<file path="src/rtl/rtr_next_hop_addr_vc_tracker.sv">
// Registered per-VC next-hop address tracker for lookahead routing (LINE / RING / FULL, phased DOR).
// Optional sticky protocol/hop checking is enabled by defining RTR_NHA_ERR_CHECK_EN.
`ifndef CONNECTIVITY_LINE
`define CONNECTIVITY_LINE 0
`endif
`ifndef CONNECTIVITY_RING
`define CONNECTIVITY_RING 1
`endif
`ifndef CONNECTIVITY_FULL
`define CONNECTIVITY_FULL 2
`endif
`ifndef ROUTING_TYPE_PHASED_DOR
`define ROUTING_TYPE_PHASED_DOR 0
`endif

module rtr_next_hop_addr_vc_tracker #(
   parameter int num_vcs              = 4,
   parameter int num_resource_classes = 2,
   parameter int num_routers_per_dim  = 4,
   parameter int num_dimensions       = 2,
   parameter int num_nodes_per_router = 1,
   parameter int connectivity         = `CONNECTIVITY_LINE,
   parameter int routing_type         = `ROUTING_TYPE_PHASED_DOR,
   localparam int dim_addr_width        = $clog2(num_routers_per_dim),
   localparam int router_addr_width     = num_dimensions * dim_addr_width,
   localparam int num_neighbors_per_dim = (connectivity == `CONNECTIVITY_FULL) ?
                                          (num_routers_per_dim - 1) : 2,
   localparam int num_ports             = num_dimensions * num_neighbors_per_dim +
                                          num_nodes_per_router,
   localparam int port_idx_width        = $clog2(num_ports),
   localparam int rc_sel_width          = $clog2(num_resource_classes),
   localparam int lar_info_width        = port_idx_width + rc_sel_width,
   localparam int dest_info_width       = num_resource_classes * router_addr_width +
                                          $clog2(num_nodes_per_router)
) (
   input  logic                         clk,
   input  logic                         reset_n,
   input  logic [router_addr_width-1:0] router_address,
   input  logic                         flit_valid_in,
   input  logic                         flit_head_in,
   input  logic                         flit_tail_in,
   input  logic [num_vcs-1:0]           flit_sel_in_ivc,
   input  logic [dest_info_width-1:0]   dest_info_in,
   input  logic [lar_info_width-1:0]    lar_info_in,
   output logic                         next_addr_valid_out,
   output logic [num_vcs-1:0]           next_addr_vc_out,
   output logic [router_addr_width-1:0] next_router_address_out,
   output logic [num_vcs-1:0]           vc_active_ivc,
   output logic                         error_out
);

   localparam logic [0:0] ST_IDLE   = 1'b0;
   localparam logic [0:0] ST_ACTIVE = 1'b1;

   if (routing_type != `ROUTING_TYPE_PHASED_DOR) begin : g_bad_routing
      $error("rtr_next_hop_addr_vc_tracker supports only phased DOR routing");
   end

   logic [port_idx_width-1:0]    route_port;
   int                           port_i;
   int                           rc_sel_i;
   logic [router_addr_width-1:0] dest_addr;
   logic [router_addr_width-1:0] hop_addr;
   logic                         hop_err;
   logic [dim_addr_width-1:0]    cur;
   logic [dim_addr_width-1:0]    nxt;
   logic [router_addr_width-1:0] slot_rd;

   logic [0:0]                   state_q [num_vcs];
   logic [0:0]                   state_d [num_vcs];
   logic [router_addr_width-1:0] slot_q  [num_vcs];
   logic [router_addr_width-1:0] slot_d  [num_vcs];
   logic                         valid_q, valid_d;
   logic [num_vcs-1:0]           vc_q, vc_d;
   logic [router_addr_width-1:0] addr_q, addr_d;

   assign route_port = lar_info_in[lar_info_width-1 -: port_idx_width];
   assign port_i     = int'(route_port);

   if (rc_sel_width > 0) begin : g_rc_sel
      assign rc_sel_i = int'(lar_info_in[rc_sel_width-1:0]);
   end else begin : g_no_rc_sel
      assign rc_sel_i = 0;
   end

   always_comb begin
      dest_addr = dest_info_in[router_addr_width-1:0];
      for (int r = 0; r < num_resource_classes; r++) begin
         if (rc_sel_i == r) dest_addr = dest_info_in[r*router_addr_width +: router_addr_width];
      end
   end

   // Per-dimension hop; LINE deliberately wraps modulo the field width (the checker flags it).
   always_comb begin
      hop_addr = router_address;
      hop_err  = 1'b0;
      cur      = '0;
      nxt      = '0;
      for (int d = 0; d < num_dimensions; d++) begin
         cur = router_address[d*dim_addr_width +: dim_addr_width];
         nxt = cur;
         if (connectivity == `CONNECTIVITY_FULL) begin
            if (port_i >= d*num_neighbors_per_dim && port_i < (d+1)*num_neighbors_per_dim)
               nxt = dest_addr[d*dim_addr_width +: dim_addr_width];
         end else if (port_i == 2*d) begin
            if (connectivity == `CONNECTIVITY_RING && cur == '0)
               nxt = dim_addr_width'(num_routers_per_dim - 1);
            else
               nxt = cur - 1'b1;
            if (connectivity == `CONNECTIVITY_LINE && cur == '0) hop_err = 1'b1;
         end else if (port_i == 2*d + 1) begin
            if (connectivity == `CONNECTIVITY_RING &&
                cur == dim_addr_width'(num_routers_per_dim - 1))
               nxt = '0;
            else
               nxt = cur + 1'b1;
            if (connectivity == `CONNECTIVITY_LINE &&
                cur == dim_addr_width'(num_routers_per_dim - 1)) hop_err = 1'b1;
         end
         hop_addr[d*dim_addr_width +: dim_addr_width] = nxt;
      end
      if (port_i >= num_dimensions*num_neighbors_per_dim) begin
         hop_addr = router_address;
         hop_err  = 1'b0;
      end
   end

   always_comb begin
      slot_rd = '0;
      for (int v = 0; v < num_vcs; v++) begin
         state_d[v] = state_q[v];
         slot_d[v]  = slot_q[v];
         if (flit_sel_in_ivc[v]) slot_rd = slot_rd | slot_q[v];
         if (flit_valid_in && flit_sel_in_ivc[v]) begin
            if (flit_tail_in)      state_d[v] = ST_IDLE;
            else if (flit_head_in) state_d[v] = ST_ACTIVE;
            if (flit_head_in)      slot_d[v]  = hop_addr;
         end
      end
   end

   always_comb begin
      valid_d = flit_valid_in;
      vc_d    = vc_q;
      addr_d  = addr_q;
      if (flit_valid_in) begin
         vc_d   = flit_sel_in_ivc;
         addr_d = flit_head_in ? hop_addr : slot_rd;
      end
   end

   always_ff @(posedge clk) begin
      if (!reset_n) begin
         for (int v = 0; v < num_vcs; v++) begin
            state_q[v] <= ST_IDLE;
            slot_q[v]  <= '0;
         end
         valid_q <= 1'b0;
         vc_q    <= '0;
         addr_q  <= '0;
      end else begin
         for (int v = 0; v < num_vcs; v++) begin
            state_q[v] <= state_d[v];
            slot_q[v]  <= slot_d[v];
         end
         valid_q <= valid_d;
         vc_q    <= vc_d;
         addr_q  <= addr_d;
      end
   end

   always_comb begin
      for (int v = 0; v < num_vcs; v++) vc_active_ivc[v] = (state_q[v] == ST_ACTIVE);
   end

   assign next_addr_valid_out     = valid_q;
   assign next_addr_vc_out        = vc_q;
   assign next_router_address_out = addr_q;

`ifdef RTR_NHA_ERR_CHECK_EN
   logic err_q, err_d;

   always_comb begin
      err_d = err_q;
      if (flit_valid_in) begin
         if (flit_sel_in_ivc == '0 || (flit_sel_in_ivc & (flit_sel_in_ivc - 1'b1)) != '0)
            err_d = 1'b1;
         for (int v = 0; v < num_vcs; v++) begin
            if (flit_sel_in_ivc[v]) begin
               if (flit_head_in && state_q[v] == ST_ACTIVE) err_d = 1'b1;
               if (!flit_head_in && state_q[v] == ST_IDLE)  err_d = 1'b1;
            end
         end
         if (flit_head_in && (hop_err || port_i >= num_ports)) err_d = 1'b1;
      end
   end

   always_ff @(posedge clk) begin
      if (!reset_n) err_q <= 1'b0;
      else          err_q <= err_d;
   end

   assign error_out = err_q;
`else
   assign error_out = 1'b0;
`endif

endmodule

</file>
<file path="config.mk">
export PLATFORM = sky130hd
export DESIGN_NAME = rtr_next_hop_addr_vc_tracker
export DESIGN_NICKNAME = d
export VERILOG_FILES = /design/src/rtl/rtr_next_hop_addr_vc_tracker.sv
export SDC_FILE = /design/constraint.sdc
export NUM_CORES = 1
export LEC_CHECK = 0
export ABC_AREA = 1
export CORE_ASPECT_RATIO = 1.75
export CORE_MARGIN = 4
export CORE_UTILIZATION = 50
export DETAILED_ROUTE_END_ITERATION = 12
export GPL_ROUTABILITY_DRIVEN = 0
export PLACE_DENSITY = 0.8
export SYNTH_ARGS = -nofsm -noshare
export SYNTH_HDL_FRONTEND = slang
export SYNTH_SLANG_ARGS = --single-unit
export TNS_END_PERCENT = 100
</file>
<file path="constraint.sdc">
create_clock -name clk -period 1.8 [get_ports clk]
set_input_delay 0.36 -clock clk [delete_from_list [all_inputs] [get_ports clk]]
set_output_delay 0.36 -clock clk [all_outputs]
set_load 0.02 [all_outputs]
</file>
==> flow_summary.ini <==
[worst_setup_path]
r2r_slack_ns = 0.89
startpoint_type = flop
crit_family = buffers and inverters
cp_slowest_cell = clkdlybuf4s50_1
worst_ep_arrival_time_ns = 1.23
path_cells = clkdlybuf4s50_1
slowest_delay_ns = 0.62
path_buf_inv = 1
cp.required_ns = 1.44
worst_setup_path_end_kind = primary output
worstSetupPathType = reg2out
cp_max_fo = 2

[floorplan]
coreArea_um2 = 2550
row_count = 24
die_height_um = 76.8
dieArea_um2 = 3630
io_pins = 39
initial_core_util = 0.530
dieWidth_um = 47.3

[detailed_routing]
wl_per_cell_um = 13.3
drcViolationCount = 0
wl_mm = 3.20
drt-initial-drc-count = 47
dr.pass1.iters = 4
vias_per_cell = 5.41
drtAntennaViolNets = 0
via_count = 1303

[timing]
period_needed_ns = 1.59
holdWs_ns = 0.464
final.period_utilization = 0.883
hold_violations = 0
setup_viol = 0
skew_ns = 0.00498
fmax_ghz = 0.629
slew_violations = 0
tns_ns = 0
rsz0062_at_grt = false

[placed_design]
dp_hpwl_mm = 2.44
placed_area_um2 = 1660
port_buffers = 28

[finish]
finalNetCount = 239
fin_area_um2 = 1780
fillCellCount = 209
n_antenna_cell = 0
area_delta_synth_final_pct = 31.3
drive_gt1_frac = 0.140

[global_route]
grt_max_degree = 19
grt_remaining_overflow = 0
grt_pass1_vias = 1235
grt_pass1_wl_mm = 5.20
track_usage = 0.197
antenna_found_initial = 0

[clock_tree]
numClockSinks = 29
numCtsBuffers = 5
cts-resized-gates = 0
cts_setup_buffers = 0
clk_latency_ns = 0.29
cts_tree = yes
cts_buffer_depth = 2
cts_root_buf = clkbuf_8
cts_hold_buf = 0
h-tree-depth = 2
clk_pin_slew_ns = 0.06

[logic_synthesis]
synth.avg_cell_area_um2 = 7.43
synth_nets = 207
ys_warn_count = 0
synth.yosys.seq_area_share = 0.429
syn_inst = 182
syn_area_um2 = 1350
synth.distinct_cells = 23
ys_seq_elements = 29

[status]
status = completed

[power]
ir_worst_vdd_v = 0.000700
power.leakage_nw = 0.842
p_per_area_nw_per_um2 = 926

[job]
drv_cap = 0

[min_path]
hp-class = reg2reg
-- final cells by class --
class,count,area [um2],area share
inverters,32,120,0.0677
clock buffers,7,86.3,0.0486
repair buffers,31,315,0.178
well taps,26,32.5,0.0183
flip-flops and latches,29,581,0.327
multi-input cells,115,611,0.344
clock inverters,1,30.0,0.0169
-- final timing paths --
kind,endpoint,cells past startpoint,start
worst max-delay path,vc_active_ivc[3],1,state_q[0][3]
worst min-delay path,next_router_address_out[0],2,next_router_address_out[0]
worst max register to register,next_router_address_out[2],4,slot_q[2][2]
worst min register to register,next_router_address_out[0],2,next_router_address_out[0]
-- per-layer routing --
layer	up-vias	GRT usage	wire (um)
li1	653	-	-
met1	581	0.204	1180
met2	54	0.312	1660
met3	15	0.0632	217
met4	0	0.136	152
met5	-	0	0
-- registers in the layout (all words and copies together) (netlist names) --
| name | count |
|---|---|
| next_router_address_out | 4 |
| next_addr_valid_out | 1 |
| slot_q | 16 |
| state_q | 4 |
| next_addr_vc_out | 4 |
-- Yosys cell counts --
cell      number  area, um2
inv_1         24       90.1
conb_1         1       3.75
o211ai_1       3       22.5
nand3_1        7       35.0
nor2_4         2       22.5
buf_2          3       15.0
a21oi_2        1       8.76
a21o_1         1       7.51
nand4_1        5       31.3
xor2_2         1       16.3
o21a_1         6       45.0
nand2_2        4       25.0
dfxtp_1       29        581
nand2_1       42        158
nand2_4        2       22.5
a21oi_1       19       95.1
a221oi_2       1       15.0
buf_4          2       15.0
o21ai_0       17       85.1
nor2_1         2       7.51
buf_6          1       11.3
inv_2          8       30.0
nand3_2        1       10.0
-- cell usage in the layout (no fill, tap or decap), types with 2 or more instances in the layout --
master            n
nand2_2           4
nand2_1          42
buf_4             2
inv_2             8
clkdlybuf4s50_1  28
a21oi_1          19
o211ai_1          3
nor2_1            2
nor2_4            2
inv_1            24
nand4_1           5
nand3_1           7
clkbuf_8          6
o21a_1            6
nand2_4           2
o21ai_0          17
dfxtp_1          29
-- kinds of logic (layout without fill, tap and decap cells) --
group / Yosys count / count (layout) / synth area share
and+or+nand+nor: 65 / 65 / 0.230
AOI/OAI and AO/OA: 48 / 48 / 0.206
buffers and inverters: 38 / 71 / 0.119
DFF: 29 / 29 / 0.429
other: 1 / 1 / 0.00277
xor gates and xnor gates: 1 / 1 / 0.0120
-- power breakdown --
group	internal [W]	switching, W
Clock	0.000451	0.000250
Sequential	0.000677	0.0000162
Combinational	0.000110	0.000141
Total	0.00124	0.000407
-- through the flow --
step	util	setup slack, ns	power, W	instances
3_3_place_gp	0.650	0.137	0.000949	233
6_report	0.696	0.211	0.00164	241
4_1_cts	0.696	0.204	0.00165	241
3_5_place_dp	0.650	0.0715	0.000956	233
5_1_grt	0.696	0.177	0.00170	241
2_1_floorplan	-	0.712	0.000847	182
Note: power is estimated with default switching activity, not from simulation.
